<file path="src/rtl/rib_xbar.sv">
// rtl/rib_xbar.sv - N-master/M-slave shared bus with round-robin arbitration and decode-error reporting
module rib_xbar #(
    parameter int NM = 4,
    parameter int NS = 6,
    parameter int AW = 32,
    parameter int DW = 32,
    parameter int SB = 4
) (
    input  logic             clk,
    input  logic             rst,
    input  logic [NM-1:0]    m_req_i,
    input  logic [NM-1:0]    m_we_i,
    input  logic [NM-1:0]    m_re_i,
    input  logic [NM*AW-1:0] m_addr_i,
    input  logic [NM*DW-1:0] m_data_i,
    input  logic [NM*3-1:0]  m_size_i,
    output logic [NM-1:0]    m_gnt_o,
    output logic [NM-1:0]    m_rvalid_o,
    output logic [DW-1:0]    m_data_o,
    output logic             hold_flag_o,
    output logic [AW-1:0]    s_addr_o,
    output logic [DW-1:0]    s_data_o,
    output logic [2:0]       s_size_o,
    output logic [NS-1:0]    s_we_o,
    output logic [NS-1:0]    s_re_o,
    input  logic [NS*DW-1:0] s_data_i,
    output logic             err_o,
    output logic [AW-1:0]    err_addr_o
);

    localparam int PW = (NM > 1) ? $clog2(NM) : 1;
    localparam logic [SB:0] NS_LIM = (SB+1)'(NS);
    localparam logic [0:0] ST_ADDR  = 1'b0;
    localparam logic [0:0] ST_RDATA = 1'b1;

    logic [0:0]    r_state;
    logic [PW-1:0] r_ptr;
    logic [PW-1:0] r_gnt_q;
    logic [SB-1:0] r_idx_q;
    logic          r_rd_err;
    logic          r_err;
    logic [AW-1:0] r_err_addr;

    logic [NM-1:0] w_cand;
    logic [PW-1:0] w_win;
    int            w_best;
    int            w_dist;
    logic          w_grant;
    logic [AW-1:0] w_addr;
    logic [DW-1:0] w_wdata;
    logic [2:0]    w_size;
    logic          w_we;
    logic          w_re;
    logic [SB-1:0] w_idx;
    logic          w_dec_ok;

    assign w_cand = m_req_i & (m_we_i | m_re_i);

    // Winner is the candidate with the smallest cyclic distance from the pointer.
    always_comb begin
        w_best = NM;
        w_dist = 0;
        w_win  = '0;
        for (int k = 0; k < NM; k++) begin
            if (w_cand[k]) begin
                if (k >= int'(r_ptr)) w_dist = k - int'(r_ptr);
                else                  w_dist = k + NM - int'(r_ptr);
                if (w_dist < w_best) begin
                    w_best = w_dist;
                    w_win  = PW'(k);
                end
            end
        end
    end

    assign w_grant = (r_state == ST_ADDR) && (w_best < NM);

    always_comb begin
        w_addr  = '0;
        w_wdata = '0;
        w_size  = '0;
        w_we    = 1'b0;
        w_re    = 1'b0;
        for (int k = 0; k < NM; k++) begin
            if (w_grant && (w_win == PW'(k))) begin
                w_addr  = m_addr_i[k*AW +: AW];
                w_wdata = m_data_i[k*DW +: DW];
                w_size  = m_size_i[k*3 +: 3];
                w_we    = m_we_i[k];
                w_re    = m_re_i[k] & ~m_we_i[k];
            end
        end
    end

    assign w_idx    = w_addr[AW-1 -: SB];
    assign w_dec_ok = ({1'b0, w_idx} < NS_LIM);

    assign s_addr_o = w_addr;
    assign s_data_o = w_wdata;
    assign s_size_o = w_size;

    always_comb begin
        m_gnt_o = '0;
        for (int k = 0; k < NM; k++) begin
            m_gnt_o[k] = w_grant && (w_win == PW'(k));
        end
    end

    always_comb begin
        s_we_o = '0;
        s_re_o = '0;
        for (int s = 0; s < NS; s++) begin
            s_we_o[s] = w_we && w_dec_ok && (w_idx == SB'(s));
            s_re_o[s] = w_re && w_dec_ok && (w_idx == SB'(s));
        end
    end

    // An erroring read still completes its data phase, returning zero.
    always_comb begin
        m_rvalid_o = '0;
        m_data_o   = '0;
        for (int k = 0; k < NM; k++) begin
            m_rvalid_o[k] = (r_state == ST_RDATA) && (r_gnt_q == PW'(k));
        end
        for (int s = 0; s < NS; s++) begin
            if ((r_state == ST_RDATA) && !r_rd_err && (r_idx_q == SB'(s))) begin
                m_data_o = s_data_i[s*DW +: DW];
            end
        end
    end

    assign hold_flag_o = (r_state == ST_RDATA) || (|(w_cand & ~m_gnt_o));
    assign err_o       = r_err;
    assign err_addr_o  = r_err_addr;

    always_ff @(posedge clk or negedge rst) begin
        if (!rst) begin
            r_state    <= ST_ADDR;
            r_ptr      <= '0;
            r_gnt_q    <= '0;
            r_idx_q    <= '0;
            r_rd_err   <= 1'b0;
            r_err      <= 1'b0;
            r_err_addr <= '0;
        end else begin
            r_err <= w_grant && !w_dec_ok;
            if (w_grant && !w_dec_ok) begin
                r_err_addr <= w_addr;
            end
            if (r_state == ST_RDATA) begin
                r_state <= ST_ADDR;
            end else if (w_grant) begin
                r_ptr <= (w_win == PW'(NM-1)) ? '0 : w_win + 1'b1;
                if (w_re) begin
                    r_state  <= ST_RDATA;
                    r_gnt_q  <= w_win;
                    r_idx_q  <= w_idx;
                    r_rd_err <= !w_dec_ok;
                end
            end
        end
    end

endmodule

</file>
<file path="config.mk">
export PLATFORM = sky130hd
export DESIGN_NAME = rib_xbar
export DESIGN_NICKNAME = d
export VERILOG_FILES = /design/src/rtl/rib_xbar.sv
export SDC_FILE = /design/constraint.sdc
export NUM_CORES = 1
export LEC_CHECK = 0
export ABC_CLOCK_PERIOD_IN_PS = 5630
export BUFFER_PORTS_ARGS = -buffer_cell sky130_fd_sc_hd__buf_2
export CELL_PAD_IN_SITES_DETAIL_PLACEMENT = 2
export CELL_PAD_IN_SITES_GLOBAL_PLACEMENT = 2
export CORE_AREA = 5 5 240 242
export CTS_CLUSTER_SIZE = 28
export DETAILED_ROUTE_END_ITERATION = 6
export DIE_AREA = 0 0 245 247
export GPL_ROUTABILITY_DRIVEN = 0
export PLACE_DENSITY_LB_ADDON = 0.1
export SYNTH_ARGS = -nofsm -noshare
export SYNTH_HDL_FRONTEND = slang
export SYNTH_SLANG_ARGS = --single-unit
</file>
<file path="constraint.sdc">
create_clock -name clk -period 5.63 [get_ports clk]
set_input_delay 0.2815 -clock clk [delete_from_list [all_inputs] [get_ports clk]]
set_output_delay 0.2815 -clock clk [all_outputs]
set_load 0.1 [all_outputs]
</file>
==> flow_summary.toml, run 1 <==
[clocking]
holdBufCountCts = 0
cts_max_path_buffers = 2
numCtsBuffers = 5
clk_latency_ps = 300
cts_tree = "built"
cts-root-buf = "clkbuf_16"
h-tree-depth = 2
cts.sinks = 43
path_clk_slew_ps = 70

[sta]
slew_headroom_pct = 38.34
setup_viol = 0
grt_setup_unrepaired = "true"
finalCritPeriodShare_pct = 96.52
final.setup.tns_ps = 0
tightestPinTransition_ps = 924.9
drv_slew = 0
final_hold_viol_count = 0
period_needed_ps = 5434
clock_skew_ps = 5.602
timing.fmax_ghz = 0.1840

[die]
ioPinCount = 627
fp.dieW_um = 245
rows = 86
core_um2 = 54880
start_util_pct = 11.11
dieArea_um2 = 60520
chipHeight_um = 247

[global_route]
grt_pass1_wl_um = 75280
grt_use_total_pct = 16.55
grt_pass1_vias = 10600
gr-total-overflow = 0
grt_max_degree = 99
grt_antenna_before_repair = 26

[setup_path]
r2r_end = "r_idx_q[2]"
r2r_slack_ps = 340
worst_setup_path_end_kind = "output port"
worstPathRequired_ps = 5350
rr_worst_depth = 28
startpoint = "r_ptr[1]"
crit_end = "s_addr_o[22]"
cp-start-kind = "flop"
cp_data_arrival_time_ps = 5150
worstPathMaxFanout = 48
worst-setup-path-type = "flop to output port"
regToRegStartpoint = "r_ptr[1]"

[cells_and_area]
final_area_um2 = 12260
drive_above_1_share_pct = 61.21
layout.nets = 1957
final_cells = 2188
postLayoutCoreUtil_pct = 22.35
syn_to_final_growth_pct = 101.1

[logic_synthesis]
synthesis.nets = 1352
synth.most_common_cell = "nor2_1"
yosysWarnings = 0
synth.distinct_cells = 59
netlist_area_um2 = 6100
ys.flop_type = "dfrtp_1"
ys_seq_area_share_pct = 17.64
ys_top_cells_by_count = "166 x nor2_1, 136 x o21ai_0, 81 x a21oi_1"
ys_seq_elements = 43
synth_top_cell_by_area = "dfrtp_1"
async_flop_share_pct = 100.0
synthTopCellsByArea = "dfrtp_1 18%, o21ai_0 11%, a221o_1 11%"
synth_top_cell_area_share_pct = 17.64
synth-edff-count = 0
avgSynthCellArea_um2 = 7.043
syn_inst = 866

[drt]
ant_nets = 0
drt_iter0_markers = 234
wl_per_cell_um = 24.49
vias_per_cell = 4.360
drc = 0
vias = 9539
first_pass_iters = 4
wirelength_um = 53590

[place]
place_hpwl_um = 44450
placedCellCount = 2138
port_buffers = 626
place_area_um2 = 11600

[run_status]
outcome = "finished clean"

[run]
drv_cap = 0

[worst_hold_path]
hold_path_class = "input pin to asynchronous set/reset pin"
## metal layers
metal / track usage (%) / vias up / part of all wire, % / routed length [um]
met1: 17.88 / 4637 / 38 / 20170
met5: 0 / - / 0.28 / 151
met3: 5.620 / 49 / 7.7 / 4149
met2: 31.92 / 335 / 53 / 28540
li1: - / 4496 / - / -
met4: 2.244 / 22 / 1.1 / 588
## worst min-delay path by stage
stage | from | to | slack, ps | depth (start not counted)
6_report | rst | err_addr_o[13] | 80 | 2
5_1_grt | rst | err_addr_o[13] | 140 | 2
4_1_cts | rst | err_addr_o[13] | 110 | 2
3_5_place_dp | rst | err_addr_o[13] | 450 | 2
3_3_place_gp | rst | err_addr_o[13] | 440 | 2
2_1_floorplan | rst | err_addr_o[0] | -10 | 0
## flip-flops by register name, indices dropped and copies added (netlist names)
signal      flops
r_rd_err        1
r_ptr           2
err_o           1
r_gnt_q         2
r_idx_q         4
r_state         1
err_addr_o     32
## metrics by stage
step	setup WS [ps]	hold WS, ps
after global routing	-47.63	140.3
after floorplan	-1432	-14.09
after global placement	-162.6	443.9
after CTS	2.287	105.9
after detailed placement	-174.4	452.7
final	195.8	84.56
## cells by family after synthesis
group	after synthesis	synth area share, %
AOI/OAI and AO/OA	408	45.09
and+or+nand+nor	247	18.11
buffers and inverters	112	8.472
muxes	44	8.226
DFF	43	17.64
adders and majority gates	12	2.461
## timing repair
action,4_1_cts,5_1_grt
endpoints found under the setup margin,36,109
resized for setup,33,38
hold endpoints to repair,0,0
buffers inserted,17,15
pin swaps,16,21
## worst max-delay path, stage by stage, from the launching register on
cell	delay [ps]
dfrtp_2	420
inv_4	70
ha_4	140
nand2_4	70
or2_4	280
ha_4	270
or3b_4	390
a21oi_4	140
a21bo_4	250
nor2_2	70
a21oi_1	40
ha_1	320
a21oi_2	220
o21ai_2	100
nand2_2	120
inv_1	90
ha_2	190
nor2b_4	140
buf_6	110
buf_4	130
buf_12	170
a221o_1	340
o21ai_0	90
nor2_1	60
a21oi_1	330
nor2_4	60
buf_12	190
## layout make-up
cell class | count | area (um^2)
multi-input combinational | 711 | 5087
antenna | 12 | 30.03
tap | 704 | 880.8
clock buffer | 5 | 125.1
fill | 6473 | 42610
inverter | 16 | 63.81
sequential | 43 | 1080
clock inverter | 3 | 23.77
timing repair buffer | 694 | 4974
## placed cells by master (no fill, tap or decap), types with 12 or more instances in the layout
cell / n
nor2_4: 20
o21ai_0: 125
diode_2: 12
mux2_2: 38
a221o_1: 65
o21ai_1: 24
nand2_1: 14
buf_2: 545
nor2_2: 61
a22oi_1: 53
nor2_1: 95
a21oi_2: 14
nand3_1: 23
dfrtp_1: 40
buf_12: 88
buf_4: 55
o221ai_1: 20
a21oi_1: 66
Power of run 1 is left out: the tool's default activity adds up to more than one toggle a clock period on the data nets, which glitch-free logic cannot reach.
==> run 2: changes to the inputs <==
--- a/config.mk
+++ b/config.mk
@@ -5,7 +5,7 @@
 export SDC_FILE = /design/constraint.sdc
 export NUM_CORES = 1
 export LEC_CHECK = 0
-export ABC_CLOCK_PERIOD_IN_PS = 5630
+export ABC_CLOCK_PERIOD_IN_PS = 5000
 export BUFFER_PORTS_ARGS = -buffer_cell sky130_fd_sc_hd__buf_2
 export CELL_PAD_IN_SITES_DETAIL_PLACEMENT = 2
 export CELL_PAD_IN_SITES_GLOBAL_PLACEMENT = 2
==> constraint.sdc (replaced) <==
create_clock -name clk -period 5 [get_ports clk]
set_input_delay 0.25 -clock clk [delete_from_list [all_inputs] [get_ports clk]]
set_output_delay 0.25 -clock clk [all_outputs]
set_load 0.1 [all_outputs]
==> flow_summary.toml, run 2 (synthesis gave the netlist of run 1 again) <==
[clocking]
holdBufCountCts = 0
clk_latency_ps = 310
cts_tree = "built"
numCtsBuffers = 5
cts_max_path_buffers = 2
h-tree-depth = 2
cts.sinks = 43
path_clk_slew_ps = 70
cts-root-buf = "clkbuf_16"

[cells_and_area]
fillerInstances = 6334
layout_commonest_cell = "buf_2"
final_area_um2 = 15120
postLayoutCoreUtil_pct = 27.56
most-common-layout-cells = "543 x buf_2, 152 x buf_4, 106 x buf_12"
drive_above_1_share_pct = 71.46
syn_to_final_growth_pct = 148.0
layout.nets = 2125
largest_reg_flops = 32

[run]
drv_cap = 0

[setup_path]
cp-start-kind = "flop"
crit_path_max_incr_delay_ps = 410
cpMaxStageDelayCell = "dfrtp_2"
r2r_end = "err_addr_o[31]"
worst-setup-path-type = "flop to output port"
cp_data_arrival_time_ps = 5140
r2r_slack_ps = -180
worst_setup_path_end_kind = "output port"
worstPathMaxFanout = 4
cp_common_cell = "ha_4"
rr_worst_depth = 32
worstPathRequired_ps = 4750
regToRegStartpoint = "r_ptr[1]"
startpoint = "r_ptr[1]"

[drt]
wl_per_cell_um = 24.06
first_pass_iters = 4
ant_nets = 0
drt_iter0_markers = 294
wirelength_um = 56720
vias = 10270
vias_per_cell = 4.356
drc = 0

[die]
chipHeight_um = 247
rows = 86
core_um2 = 54880
start_util_pct = 11.11
ioPinCount = 627
fp.dieW_um = 245
dieArea_um2 = 60520

[global_route]
grt_use_total_pct = 17.21
grt_max_degree = 88
grt_pass1_wl_um = 78340
grt_pass1_vias = 11490
grt_antenna_before_repair = 22
gr-total-overflow = 0

[sta]
clock_skew_ps = 12.53
worst_slack_ps = -388.2
period_needed_ps = 5388
slew_headroom_pct = 34.07
whs_ps = 57.45
tightestPinTransition_ps = 987.8
drv_slew = 0
grt_setup_unrepaired = "true"
timing.fmax_ghz = 0.1856
finalCritPeriodShare_pct = 107.8
final_hold_viol_count = 0
setup_viol = 112

[worst_hold_path]
hold_path_class = "input pin to asynchronous set/reset pin"

[run_status]
outcome = "finished with violations"
violations = "negative setup slack"

[place]
place_ws_ps = -226.2
place_hpwl_um = 43700
place_area_um2 = 12460
port_buffers = 626
[run 2: cell count changes in the layout (fill, tap and decap cells not counted), sizes merged, moves of 2 or more]
cell and change:
clkinvlp -2, clkinv +2, buf +162, clkbuf +6
[run 2: layer usage]
layer,track usage [%],share of wire (%),up-vias
met1,18.67,37,5046
met3,5.285,6.6,42
met4,2.657,1.1,16
met5,0,0.18,-
li1,-,-,4838
met2,33.37,55,326
[run 2: stage by stage]
step | TNS (ps) | cells
after global placement | -289.7 | 2227
final | -23860 | 2357
after global routing | -44730 | 2350
after floorplan | -28960 | 866
after CTS | -30070 | 2314
after detailed placement | -7469 | 2227
[run 2: worst max path at each step]
stage	slack (ps)	cells after the start	endpoint
final	-390	29	s_we_o[2]
after global routing	-600	29	s_we_o[2]
after CTS	-520	27	s_re_o[5]
after detailed placement	-230	25	s_we_o[3]
after global placement	-60	24	s_addr_o[27]
after floorplan	-2030	25	s_re_o[2]
[run 2: cell type report]
cell class	instances	area, um^2	area share, %
timing repair buffer	862	6992	46.23
inverter	16	75.07	0.4964
sequential	43	1081	7.148
tap	704	880.8	5.824
antenna	13	32.53	0.2151
clock buffer	6	128.9	0.8521
clock inverter	2	13.76	0.09100
multi-input combinational	711	5921	39.15
[run 2: repair_timing]
item / in CTS / in global routing
pin swaps: 55 / 40
buffers inserted: 76 / 33
cloned: 12 / 4
setup endpoints to repair: 100 / 120
gates resized for setup: 300 / 128
[run 2: critical path, delay by kind of cell (launching register included)]
| kind | cells | cell delay (ps) |
|---|---|---|
| AOI/OAI and AO/OA | 9 | 1410 |
| adders and majority gates | 4 | 710 |
| buffers and inverters | 7 | 800 |
| DFF | 1 | 410 |
| muxes | 1 | 120 |
| and+or+nand+nor | 8 | 1340 |
Power of run 2 is left out for the same reason.
